--- src/rtl/matrix_pkg.sv ---
// Shared types and default dimensions for the per-layer weight matrix store
// and its readers.
package matrix_pkg;

    localparam int MATRIX_SIZE = 3;
    localparam int DATA_SIZE   = 16;
    localparam int MAX_LAYER   = 36;

    typedef logic [DATA_SIZE*MATRIX_SIZE-1:0] row_t;
    typedef logic signed [DATA_SIZE-1:0]      elem_t;

    typedef enum logic [1:0] {
        ST_IDLE   = 2'd0,
        ST_STREAM = 2'd1,
        ST_FINISH = 2'd2
    } reader_state_e;

endpackage

--- src/rtl/matrix_row_reader.sv ---
// Streams the rows of one stored layer matrix onto a valid/ready interface.
// Optional start-layer range check: MATRIX_READER_LAYER_CHECK_EN.
module matrix_row_reader
    import matrix_pkg::*;
#(
    parameter int SIZE       = MATRIX_SIZE,
    parameter int ELEM_W     = DATA_SIZE,
    parameter int MAX_LAYERS = MAX_LAYER
) (
    input  logic                     clk,
    input  logic                     reset,
    input  logic                     start,
    input  logic [31:0]              start_layer,
    output logic                     busy,
    output logic                     done,
    output logic                     err,
    output logic [31:0]              read_layer_index,
    output logic [31:0]              read_row_index,
    output logic                     is_read,
    input  logic [ELEM_W*SIZE-1:0]   read_data,
    output logic [ELEM_W*SIZE-1:0]   row_data,
    output logic [31:0]              row_index,
    output logic                     row_last,
    output logic                     row_valid,
    input  logic                     row_ready
);

    localparam int ROW_W = ELEM_W * SIZE;

`ifdef MATRIX_READER_LAYER_CHECK_EN
    localparam bit LAYER_CHECK = 1'b1;
`else
    localparam bit LAYER_CHECK = 1'b0;
`endif

    reader_state_e     state_q, state_d;
    logic [31:0]       row_ptr_q, row_ptr_d;
    logic [31:0]       layer_q, layer_d;
    logic [ROW_W-1:0]  row_data_q, row_data_d;
    logic [31:0]       row_index_q, row_index_d;
    logic              row_last_q, row_last_d;
    logic              row_valid_q, row_valid_d;
    logic              err_q, err_d;

    logic              idle_start_s;
    logic              reject_s;
    logic              accept_s;
    logic              hs_s;
    logic              is_read_s;

    assign idle_start_s = (state_q == ST_IDLE) && start;
    assign reject_s     = LAYER_CHECK && idle_start_s && (start_layer >= 32'(MAX_LAYERS));
    assign accept_s     = idle_start_s && !reject_s;
    assign hs_s         = row_valid_q && row_ready;
    // A new read may only overwrite the output register once it is empty or being drained.
    assign is_read_s    = (state_q == ST_STREAM) && (row_ptr_q < 32'(SIZE)) &&
                          (!row_valid_q || row_ready);

    // State register
    always_ff @(posedge clk or posedge reset) begin
        if (reset) begin
            state_q <= ST_IDLE;
        end else begin
            state_q <= state_d;
        end
    end

    // Next-state logic
    always_comb begin
        state_d = state_q;
        case (state_q)
            ST_IDLE: begin
                if (accept_s) state_d = ST_STREAM;
                else          state_d = ST_IDLE;
            end
            ST_STREAM: begin
                if (hs_s && row_last_q) state_d = ST_FINISH;
                else                    state_d = ST_STREAM;
            end
            ST_FINISH: state_d = ST_IDLE;
            default:   state_d = ST_IDLE;
        endcase
    end

    // FSM-decoded outputs and store read port
    always_comb begin
        busy             = (state_q != ST_IDLE);
        done             = (state_q == ST_FINISH);
        is_read          = is_read_s;
        if (state_q == ST_STREAM) begin
            read_layer_index = layer_q;
            read_row_index   = row_ptr_q;
        end else begin
            read_layer_index = 32'd0;
            read_row_index   = 32'd0;
        end
    end

    // Datapath next values: layer latch, row pointer and output row register
    always_comb begin
        layer_d     = layer_q;
        row_ptr_d   = row_ptr_q;
        row_data_d  = row_data_q;
        row_index_d = row_index_q;
        row_last_d  = row_last_q;
        row_valid_d = row_valid_q;
        err_d       = reject_s;
        if (accept_s) begin
            layer_d   = start_layer;
            row_ptr_d = 32'd0;
        end else begin
            layer_d   = layer_q;
        end
        if (is_read_s) begin
            row_data_d  = read_data;
            row_valid_d = 1'b1;
            row_index_d = row_ptr_q;
            row_last_d  = (row_ptr_q == 32'(SIZE - 1));
            row_ptr_d   = row_ptr_q + 32'd1;
        end else if (hs_s) begin
            row_valid_d = 1'b0;
        end else begin
            row_valid_d = row_valid_q;
        end
    end

    // Datapath registers
    always_ff @(posedge clk or posedge reset) begin
        if (reset) begin
            layer_q     <= 32'd0;
            row_ptr_q   <= 32'd0;
            row_data_q  <= '0;
            row_index_q <= 32'd0;
            row_last_q  <= 1'b0;
            row_valid_q <= 1'b0;
            err_q       <= 1'b0;
        end else begin
            layer_q     <= layer_d;
            row_ptr_q   <= row_ptr_d;
            row_data_q  <= row_data_d;
            row_index_q <= row_index_d;
            row_last_q  <= row_last_d;
            row_valid_q <= row_valid_d;
            err_q       <= err_d;
        end
    end

    assign row_data  = row_data_q;
    assign row_index = row_index_q;
    assign row_last  = row_last_q;
    assign row_valid = row_valid_q;
    assign err       = err_q;

endmodule

--- config.mk ---
export PLATFORM = sky130hd
export DESIGN_NAME = matrix_row_reader
export DESIGN_NICKNAME = d
export VERILOG_FILES = /design/src/rtl/matrix_pkg.sv /design/src/rtl/matrix_row_reader.sv
export SDC_FILE = /design/constraint.sdc
export NUM_CORES = 1
export LEC_CHECK = 0
export BUFFER_PORTS_ARGS = -buffer_cell sky130_fd_sc_hd__buf_2
export CORE_MARGIN = 2
export CORE_UTILIZATION = 47
export CTS_BUF_LIST = sky130_fd_sc_hd__clkbuf_16
export CTS_CLUSTER_SIZE = 30
export DETAILED_ROUTE_END_ITERATION = 12
export GPL_ROUTABILITY_DRIVEN = 0
export HOLD_SLACK_MARGIN = 0.05
export PLACE_DENSITY = 0.78
export SYNTH_ARGS = -nofsm -noshare
export SYNTH_HDL_FRONTEND = slang
export SYNTH_SLANG_ARGS = --single-unit
--- constraint.sdc ---
create_clock -name clk -period 14.16 [get_ports clk]
set_clock_uncertainty 0.2 [all_clocks]
set_input_delay 2.832 -clock clk [delete_from_list [all_inputs] [get_ports clk]]
set_output_delay 2.832 -clock clk [all_outputs]
set_load 0.05 [all_outputs]
# Yosys cells after proc, flatten, opt, wreduce, memory -nomap -nowiden
# Cells that the tools add are included.
[op_classes]
add_sub_neg = 1
magnitude_cmp = 1
n_eq_ne = 3
muxes = 9
n_reduce_logical = 11
[ops]
columns = ["op", "n"]
rows = [
  ["$mux 32", 4],
  ["$add 32x1->32 const B", 1],
  ["$eq 32x2->1 const B", 1],
  ["$lt 32x2->1 const B", 1],
  ["$reduce_bool 2->1", 3],
  ["$logic_and 1x1->1", 5],
  ["$pmux 2 s2", 1],
  ["$mux 1", 3],
  ["$eq 2x1->1 const B", 1],
  ["$eq 2x2->1 const B", 1],
  ["$logic_not 2->1", 1],
  ["$mux 2", 1],
  ["$logic_not 1->1", 1],
  ["$logic_or 1x1->1", 1],
]
[word_totals]
ff_bits = 148
in_bits = 84
output_inout_bits = 150
wordCells = 32

# Longest topological paths before layout
# Gate-level depths: netlist of the first run.
[logic_depth]
depth_word = 4
depth_mapped = 7
mapped_depth_nobuf = 5

# Worst setup path before layout of the first run
# OpenSTA, ideal clock, no wires.
[synth_path]
kind = "in2out"
startpoint = "input port row_ready"
endpoint = "output port is_read"
arrival_ns = 3.716
t_required_ns = 11.128
path_slack_ns = 7.412
cell_stages = 4
path_buffers = 2
cell_sequence = "nor2b_1 nor4_2 buf_4 buf_2"
[synth_via]
elab_chain_cells = 2
[synth_rtl]
columns = ["item", "line_no", "text"]
rows = [
  ["start: declaration", "matrix_row_reader.sv:25", "input logic row_ready"],
  ["$logic_or 1x1->1", "matrix_row_reader.sv:57", "(!row_valid_q || row_ready);"],
  ["$logic_and 1x1->1", "matrix_row_reader.sv:56", "assign is_read_s = (state_q == ST_STREAM) && (row_ptr_q < 32'(SIZE)) &&"],
  ["end: declaration", "matrix_row_reader.sv:19", "output logic is_read,"],
]
# Every way passes these cells.

# Worst setup path after layout of the first run
# Ends and elaborated chain as after synthesis.

==> impl_results.md, run 1 <==
* Outcome: finished clean
* Fin cells at approximately 870
* Clock Tree Root: clkbuf_16
* Total Power at between 1500 and 2000 µW
* Commonest non-fill, non-tap cell in the layout: buf_2
* CORE AREA at 12,000 µm²
* Dpl cells at 836
* Sequential share of the synthesized area at between 60 and 70%
* Ys async rst share at between 90% and 100%
* Buf/Inv on CP at 2
* Post-synth EDFFs at 0
* Dpl hpwl at roughly 8800 µm
* Syn nets at between 500 and 600
* Hold Path Origin: layer_q[31]
* Utilization after layout at between 60% and 70%
* Pre-antenna DRT Iters at 4
* Hold_buf cts at 0
* Initial antenna violation count at 0
* Final TNS setup at 0 ns
* Io pins at roughly 230
* PD cells at approximately 260 nW/µm²
* Share of layout cells above drive strength 1 at 43.5%
* MaxCap Viol Count at 0
* Fmax at between 100 and 150 MHz
* Crit path cell chain: buf_2 -> nor2b_1 -> nor4_4 -> buf_2
* Clock buffer depth at 2
* Worst Max-Slew Pin Slew at between 1 and 1.5 ns
* CP Capture Type: primary output
* HP Class: flop to flop
* DRC viols at 0
* Final WL at between 10,000 and 15,000 µm
* Num rows at 40
* CTS resizes at 0
* Post-Synthesis Cell Area at between 5000 and 6000 µm²
* Die H at ~110 µm
* CTS tree: built
* Via count at between 4,000 and 5,000
* Top cells by area, synth: dfrtp_1, and2_1, mux2_2
* Crit path launch: row_ready
* Die width at around 110 µm
* Cell family with most CP delay: simple AND/OR/NAND/NOR gates
* WHS at between 0.2 and 0.3 ns
* Final hold violation count at 0
* DR WL/cell at around 15 µm
* Clock transition at path regs at 0.06 ns
* Critical Path RT at 11.13 ns
* Period utilization at between 40 and 50%
* GRT Total Usage at 19.5%
* RR Startpoint: state_q[0]
* Total inserted antenna cells at 0
* Avg Vias per Cell at 4.83
* Multi-input logic area at about 1900 µm²
* WP data arrival at approximately 3.8 ns
* Layout net count at between 700 and 800
* Worst-Skew Late Latency at approximately 0.41 ns
* Clock sinks at between 100 and 150
* Seq. cell area at between 3000 and 4000 µm²
* Yosys top cell area share at ~64%
* Vias in the first global route at roughly 4,000
* Yosys reg bits at between 100 and 150
* Largest net degree at the start of global routing at just over 80
* Minimum clock period after layout at around 6.8 ns
* Post-Syn Instances at 483
* Slowest cell on crit path: nor4_4
* Setup Crit Path Kind: input pin to primary output
* Leak at ~0.0042 µW
* Initial core utilization at between 40% and 50%
* Syn Area/Cell at around 12 µm²
* First-pass GRT wire length at 19,900 µm
* Commonest non-fill, non-tap cells in the layout: buf_2, dfrtp_1, nand2_1
* Most common flop cell mapped by yosys: dfrtp_1
* Cell mode on critical path: buf_2
* DR iter-0 viols at 213
* Max stage delay on crit path at about 0.44 ns
* Synthesis Warnings at 0
* FILL cells at 959
* Synth cell types at 22
* Peak supply drop at between 0.15 and 0.2 mV
* Area grow syn2layout at 31.7%
* Max-slew violation count at 0
* Number of port buffers at about 230
* Max_slew headroom at between 20% and 30%
* RSZ-0062 raised after global routing: false
* Die ar. at ~13,000 µm²
* Num CTS Buffers at 17
* Final number of setup-violating endpoints at 0
* Antenna Nets Post-Route at 0
* Total gr overflow at 0
* # Post-CTS Setup Buffers at 0
* Dominant cell type by area after synthesis: dfrtp_1
* CP Launch Type: input pin
* H-tree levels at 4
* Crit Path Max Fanout at 3
==> flip-flops by register name (all words and copies together) (netlist names) <==
signal	flops
layer_q	32
row_data	48
row_index	32
row_last	1
row_ptr_q	32
row_valid	1
state_q	2
==> cells in the mapped netlist, types with 2 or more instances <==
| cell type | n |
|---|---|
| mux2_2 | 47 |
| buf_4 | 2 |
| nor2b_1 | 33 |
| dfrtp_1 | 148 |
| mux2i_1 | 2 |
| nor3_1 | 2 |
| and2_1 | 95 |
| mux2_1 | 4 |
| nand2_1 | 101 |
| buf_6 | 4 |
| inv_1 | 3 |
| ha_1 | 2 |
| nor2_1 | 3 |
| nand3_1 | 3 |
| nor4_1 | 7 |
| buf_2 | 4 |
| clkbuf_1 | 18 |
==> cell families (layout without fill, tap and decap cells) <==
logic type / Yosys count / count (layout) / synth area share [%]
buf+inv: 31 / 268 / 2.75
flops: 148 / 148 / 64.1
fa+ha+maj: 2 / 2 / 0.433
other cells: 1 / 1 / 0.0649
mux: 53 / 53 / 10.3
simple gates: 248 / 248 / 22.4
==> area by class of cell <==
cell class,instances,share of cell area (%)
sequential,148,48.7
multi-input combinational,304,25.4
timing repair buffer,234,15.5
clock buffer,17,5.59
tap,147,2.42
clock inverter,14,2.24
inverter,3,0.214
==> worst paths after layout <==
check	end	slack, ns	depth (start not counted)
max in group asynchronous	row_data[37]	10.08	3
min	layer_q[31]	0.26	2
max	is_read	7.32	4
min in group asynchronous	layer_q[3]	2.31	2
min reg2reg	layer_q[31]	0.26	2
max reg2reg	row_data[40]	10.61	5
==> worst reg2reg max path, delay by kind of cell (launching register included) <==
kind	cells	cell delay, ns
and+or+nand+nor	3	1.60
buffers and inverters	1	0.81
muxes	1	0.44
DFF	1	0.38
==> through the flow <==
step                      area (µm²)  setup slack (ns)
after floorplan                 5780              7.15
after global placement          7010              7.30
after detailed placement        7010              7.30
after CTS                       7610              7.30
after global routing            7610              7.27
final                           7610              7.32
==> per-layer routing <==
layer	global-route usage, %	wire (µm)
met5	0	0
met4	8.03	169
met3	7.75	1200
met2	30.1	6140
met1	24.6	5310
==> power breakdown <==
part	total (µW)	leakage [µW]	switching, µW	internal [µW]
sequential	613	0.00189	64.1	549
combinational	924	0.00201	680	244
clock	454	0.000296	165	290
(Power assumes the default switching activity.)
==> run 2: changes to the inputs <==
--- a/config.mk
+++ b/config.mk
@@ -7,13 +7,13 @@
 export LEC_CHECK = 0
 export BUFFER_PORTS_ARGS = -buffer_cell sky130_fd_sc_hd__buf_2
 export CORE_MARGIN = 2
-export CORE_UTILIZATION = 47
+export CORE_UTILIZATION = 43
 export CTS_BUF_LIST = sky130_fd_sc_hd__clkbuf_16
 export CTS_CLUSTER_SIZE = 30
 export DETAILED_ROUTE_END_ITERATION = 12
 export GPL_ROUTABILITY_DRIVEN = 0
 export HOLD_SLACK_MARGIN = 0.05
-export PLACE_DENSITY = 0.78
+export PLACE_DENSITY = 0.75
 export SYNTH_ARGS = -nofsm -noshare
 export SYNTH_HDL_FRONTEND = slang
 export SYNTH_SLANG_ARGS = --single-unit
==> constraint.sdc (replaced) <==
create_clock -name clk -period 6.25 [get_ports clk]
set_clock_uncertainty 0.2 [all_clocks]
set_input_delay 1.25 -clock clk [delete_from_list [all_inputs] [get_ports clk]]
set_output_delay 1.25 -clock clk [all_outputs]
set_load 0.05 [all_outputs]
==> run 2 against run 1 <==
- via count fell by 0.98%
- final cell count grew 3.5%
- clock power grew 140%
- critical endpoint unchanged
- highest routed layer unchanged
- register-to-register slack worse by 7.9 ns
- sequential power increased by 130%
==> impl_results.md, run 2 (synthesis results as in run 1) <==
* Clock buffer depth at 2
* CTS resizes at 0
* Initial antenna violation count at 0
* Final TNS setup at 0 ns
* DR WL/cell at approximately 14 µm
* Slowest cell on crit path: nor2b_4
* Outcome: finished clean
* Die ar. at between 10,000 and 15,000 µm²
* # Post-CTS Setup Buffers at 0
* Crit path cell chain: nor2b_4 -> nand3_1 -> nor4_4 -> buf_2
* RR Startpoint: state_q[1]
* Num rows at 42
* Fmax at around 240 MHz
* DRC viols at 0
* Setup Crit Path Kind: flop to primary output
* Crit path launch: state_q[1]
* Antenna Nets Post-Route at 0
* Worst Max-Slew Pin Slew at around 1.1 ns
* WP data arrival at around 2.7 ns
* First-pass GRT wire length at roughly 21,000 µm
* Max stage delay on crit path at approximately 0.87 ns
* Num CTS Buffers at 17
* Pre-antenna DRT Iters at 4
* Die width at around 120 µm
* Leak at approximately 0.0042 µW
* CP Capture Type: primary output
* Final number of setup-violating endpoints at 0
* Fin cells at roughly 900
* Layout net count at approximately 800
* Final WL at 12,700 µm
* Dpl hpwl at a little under 9000 µm
* Seq. cell area at between 3000 and 4000 µm²
* Total Power at 4590 µW
* FILL cells at between 1,000 and 1,500
* Vias in the first global route at between 4,000 and 5,000
* Via count at around 4,100
* GRT Total Usage at approximately 18%
* Area grow syn2layout at 33.3%
* Max-slew violation count at 0
* WHS Path Cells at 2
* Critical Path RT at 4.80 ns
* HP Class: flop to flop
* Hold Path Origin: layer_q[5]
* Largest net degree at the start of global routing at 98
* CTS tree: built
* Io pins at approximately 230
* CP Launch Type: flop
* Commonest non-fill, non-tap cells in the layout: buf_2, dfrtp_1, nand2_1
* Final hold violation count at 0
* Share of layout cells above drive strength 1 at between 40% and 50%
* Hold_buf cts at 0
* Avg Vias per Cell at around 4.6
* Dpl cells at slightly below 900
* Total gr overflow at 0
* Worst-Skew Late Latency at about 0.41 ns
* Clock transition at path regs at 0.06 ns
* Minimum clock period after layout at slightly above 4 ns
* DR iter-0 viols at 210
* Initial core utilization at 43.8%
* Clock sinks at 148
* Number of port buffers at between 200 and 250
* Peak supply drop at a little under 0.4 mV
* RSZ-0062 raised after global routing: false
* Crit Path Max Fanout at 66
* Total inserted antenna cells at 0
* PD cells at about 600 nW/µm²
* FF-to-FF path depth at 5
* MaxCap Viol Count at 0
* Flop-to-flop setup slack at between 2 and 3 ns
* H-tree levels at 4
* Commonest non-fill, non-tap cell in the layout: buf_2
* Multi-input logic area at between 1500 and 2000 µm²
* Max_slew headroom at 25.6%
* Largest register FFs at 48
* Period utilization at 66.1%
* Clock Tree Root: clkbuf_16
* CORE AREA at 13,200 µm²
* Die H at around 120 µm
## run 2: cell count changes in the layout (fill, tap and decap cells not counted), sizes merged
cell      previous run  this run
bufinv               4         5
clkinv               6         4
clkinvlp             2         4
## run 2: stage by stage
stage               utilization (%)  instance area [µm²]  setup WS [ns]  hold slack [ns]
global placement               53.5                 7050           2.55            0.249
floorplan                         -                 5780          0.820            0.237
finish                         58.4                 7700           2.12            0.263
CTS                            58.4                 7700           2.01            0.270
detailed placement             53.5                 7050           2.48            0.255
global route                   58.4                 7700           1.82            0.291
## run 2: critical path: cells and delay by family, from the launching register on
kind	cells	cell delay, ns
buffers and inverters	1	0.33
DFF	1	0.42
and+or+nand+nor	3	1.50
## run 2: worst paths after layout
| path | to |
|---|---|
| worst max-delay path | is_read |
| worst min-delay path | layer_q[5] |
| worst max register to register | row_data[43] |
| worst min register to register | layer_q[5] |
| max in group asynchronous | state_q[0] |
| min in group asynchronous | layer_q[16] |
## run 2: where the power goes
part	total [µW]	internal (µW)	switching [µW]	leakage (µW)
clock network	1110	711	399	0.000306
logic	2090	553	1540	0.00201
registers	1390	1240	148	0.00189
total	4590	2510	2080	0.00420
## run 2: layout make-up
cell class | instances | area share, %
clock buffers | 17 | 5.52
clock inverters | 15 | 2.97
inverters | 3 | 0.211
multi-input cells | 304 | 25.1
flip-flops and latches | 148 | 48.1
well taps | 176 | 2.86
repair buffers | 234 | 15.3
## run 2: metal layers
metal	wire length [µm]	GRT usage, %
met5	0	0
met1	5510	24.4
met3	1130	6.37
met2	5820	27.2
met4	272	7.87
==> run 3: changes to the inputs <==
--- a/config.mk
+++ b/config.mk
@@ -7,13 +7,13 @@
 export LEC_CHECK = 0
 export BUFFER_PORTS_ARGS = -buffer_cell sky130_fd_sc_hd__buf_2
 export CORE_MARGIN = 2
-export CORE_UTILIZATION = 43
+export CORE_UTILIZATION = 47
 export CTS_BUF_LIST = sky130_fd_sc_hd__clkbuf_16
 export CTS_CLUSTER_SIZE = 30
 export DETAILED_ROUTE_END_ITERATION = 12
 export GPL_ROUTABILITY_DRIVEN = 0
 export HOLD_SLACK_MARGIN = 0.05
-export PLACE_DENSITY = 0.75
+export PLACE_DENSITY = 0.78
 export SYNTH_ARGS = -nofsm -noshare
 export SYNTH_HDL_FRONTEND = slang
 export SYNTH_SLANG_ARGS = --single-unit
==> constraint.sdc (replaced) <==
create_clock -name clk -period 4.08 [get_ports clk]
set_clock_uncertainty 0.2 [all_clocks]
set_input_delay 0.816 -clock clk [delete_from_list [all_inputs] [get_ports clk]]
set_output_delay 0.816 -clock clk [all_outputs]
set_load 0.05 [all_outputs]
==> run 3 against run 2 <==
- combinational power increased by 55%
- total power increased by 52%
- first-iteration DRC count increased by 16%
- final area decreased by 0.44%
- register-to-register slack got worse by 1.4 ns
- critical endpoint unchanged
- largest power group unchanged
- critical path depth unchanged
- routed wire length increased by 1.7%
==> impl_results.md, run 3 (synthesis results as in run 1) <==
* Critical Path RT at 3.06 ns
* Vias in the first global route at a little over 4,000
* Final WL at 12,900 µm
* Crit path cell chain: nor4_1 -> nand4_1 -> nor4_4 -> buf_2
* CP Launch Type: flop
* First-pass GRT wire length at a little over 20,000 µm
* Minimum clock period after layout at around 3.4 ns
* Logic pwr share at 46.4%
* Total Power at between 6000 and 7000 µW
* Worst Setup EP: is_read
* CTS tree: built
* Total gr overflow at 0
* Flop-to-flop setup slack at 1.31 ns
* Slowest cell on crit path: nor4_4
* Worst Max-Slew Pin Slew at 1.07 ns
* Period utilization at between 80 and 90%
* Die width at around 110 µm
* Leak at about 0.0042 µW
* Peak supply drop at about 0.56 mV
* Max stage delay on crit path at approximately 0.54 ns
* Antenna Nets Post-Route at 0
* Clock buffer depth at 2
* Io pins at 234
* Largest register FFs at 48
* Stages on worst setup path at 4
* Avg Vias per Cell at between 4 and 5
* Clock transition at path regs at ~0.06 ns
* RR Startpoint: row_ptr_q[15]
* Outcome: finished clean
* Utilization after layout at 63.9%
* DR iter-0 viols at approximately 240
* GRT Total Usage at between 10% and 20%
* Pre-antenna DRT Iters at 4
* Number of port buffers at roughly 230
* Clock sinks at 148
* DR WL/cell at 14.9 µm
* Seq. cell area at ~3700 µm²
* Num rows at 40
* Die ar. at ~13,000 µm²
* FF-to-FF path depth at 5
* Worst-Skew Late Latency at around 0.41 ns
* Multi-input logic area at 1930 µm²
* Setup Crit Path Kind: flop to primary output
* CTS resizes at 0
* Cell family with most CP delay: simple AND/OR/NAND/NOR gates
* HP Class: flop to flop
* Commonest non-fill, non-tap cells in the layout: buf_2, dfrtp_1, nand2_1
* Fmax at slightly below 300 MHz
* WHS at 0.261 ns
* Reg2reg end: row_data[46]
* PD cells at 912 nW/µm²
* Area grow syn2layout at 32.8%
* Switching pwr at around 3200 µW
* Buf/Inv on CP at 1
* Final number of setup-violating endpoints at 0
* Clock power frac at 23.3%
* CORE AREA at 12,000 µm²
* Area post-placement at 7050 µm²
* # Post-CTS Setup Buffers at 0
* Hold_buf cts at 0
* Via count at 4,164
* RSZ-0062 raised after global routing: false
* Max-slew violation count at 0
* WP data arrival at ~2.4 ns
* MaxCap Viol Count at 0
* Largest net degree at the start of global routing at 83
* Layout net count at slightly below 800
* Share of layout cells above drive strength 1 at a little over two fifths
* Crit path launch: row_ptr_q[15]
* Commonest non-fill, non-tap cell in the layout: buf_2
* Num CTS Buffers at 17
* Dpl hpwl at 9100 µm
* Final hold violation count at 0
* Final TNS setup at 0 ns
* Int Power at 3840 µW
* Sequential Power Share at between 30 and 40%
* Crit Path Max Fanout at 3
* Sw Share at around 45%
* Total inserted antenna cells at 0
* DRC viols at 0
* Initial antenna violation count at 0
* Max_slew headroom at 28.9%
* H-tree levels at 4
* Clock Tree Root: clkbuf_16
* Die H at 115 µm
* Final instance area at roughly 7700 µm²
* FILL cells at 956
* Initial core utilization at 48.1%
* CP Capture Type: primary output
-- run 3: per-layer routing --
layer  GRT usage [%]  routed length [µm]  vias to the layer above
li1                -                   -                     1977
met1            24.6                5350                     1986
met2            31.5                6190                      177
met3            7.91                1170                       24
met4            8.19                 239                        0
met5               0                   0                        -
-- run 3: power by group through the flow --
stage	logic, µW	registers [µW]	clock network (µW)
CTS	3280	2130	1660
floorplan	1660	3040	0
global placement	3210	2120	0
detailed placement	3270	2150	0
finish	3240	2120	1630
global route	3440	2170	1730
-- run 3: worst min-delay path by stage --
stage | to | depth (start not counted) | from
global placement | layer_q[13] | 2 | layer_q[13]
floorplan | layer_q[0] | 2 | layer_q[0]
CTS | layer_q[9] | 2 | layer_q[9]
detailed placement | layer_q[9] | 2 | layer_q[9]
finish | layer_q[9] | 2 | layer_q[9]
global route | layer_q[8] | 2 | layer_q[8]
-- run 3: per-stage QoR --
stage / instances / setup slack [ns]
after floorplan: 483 / 1.20
after global placement: 838 / 1.18
after detailed placement: 838 / 1.14
after CTS: 869 / 0.672
after global routing: 869 / 0.598
final: 869 / 0.691
-- run 3: area by class of cell --
cell class / instances / share of cell area (%)
flip-flops and latches: 148 / 48.3
multi-input cells: 304 / 25.2
repair buffers: 236 / 15.9
clock buffers: 17 / 5.55
clock inverters: 14 / 2.51
well taps: 147 / 2.40
inverters: 3 / 0.196
-- run 3: worst min-delay path, stage by stage, from the launching register on --
cell     delay [ns]
dfrtp_1        0.33
nand2_1        0.05
nand2_1        0.05
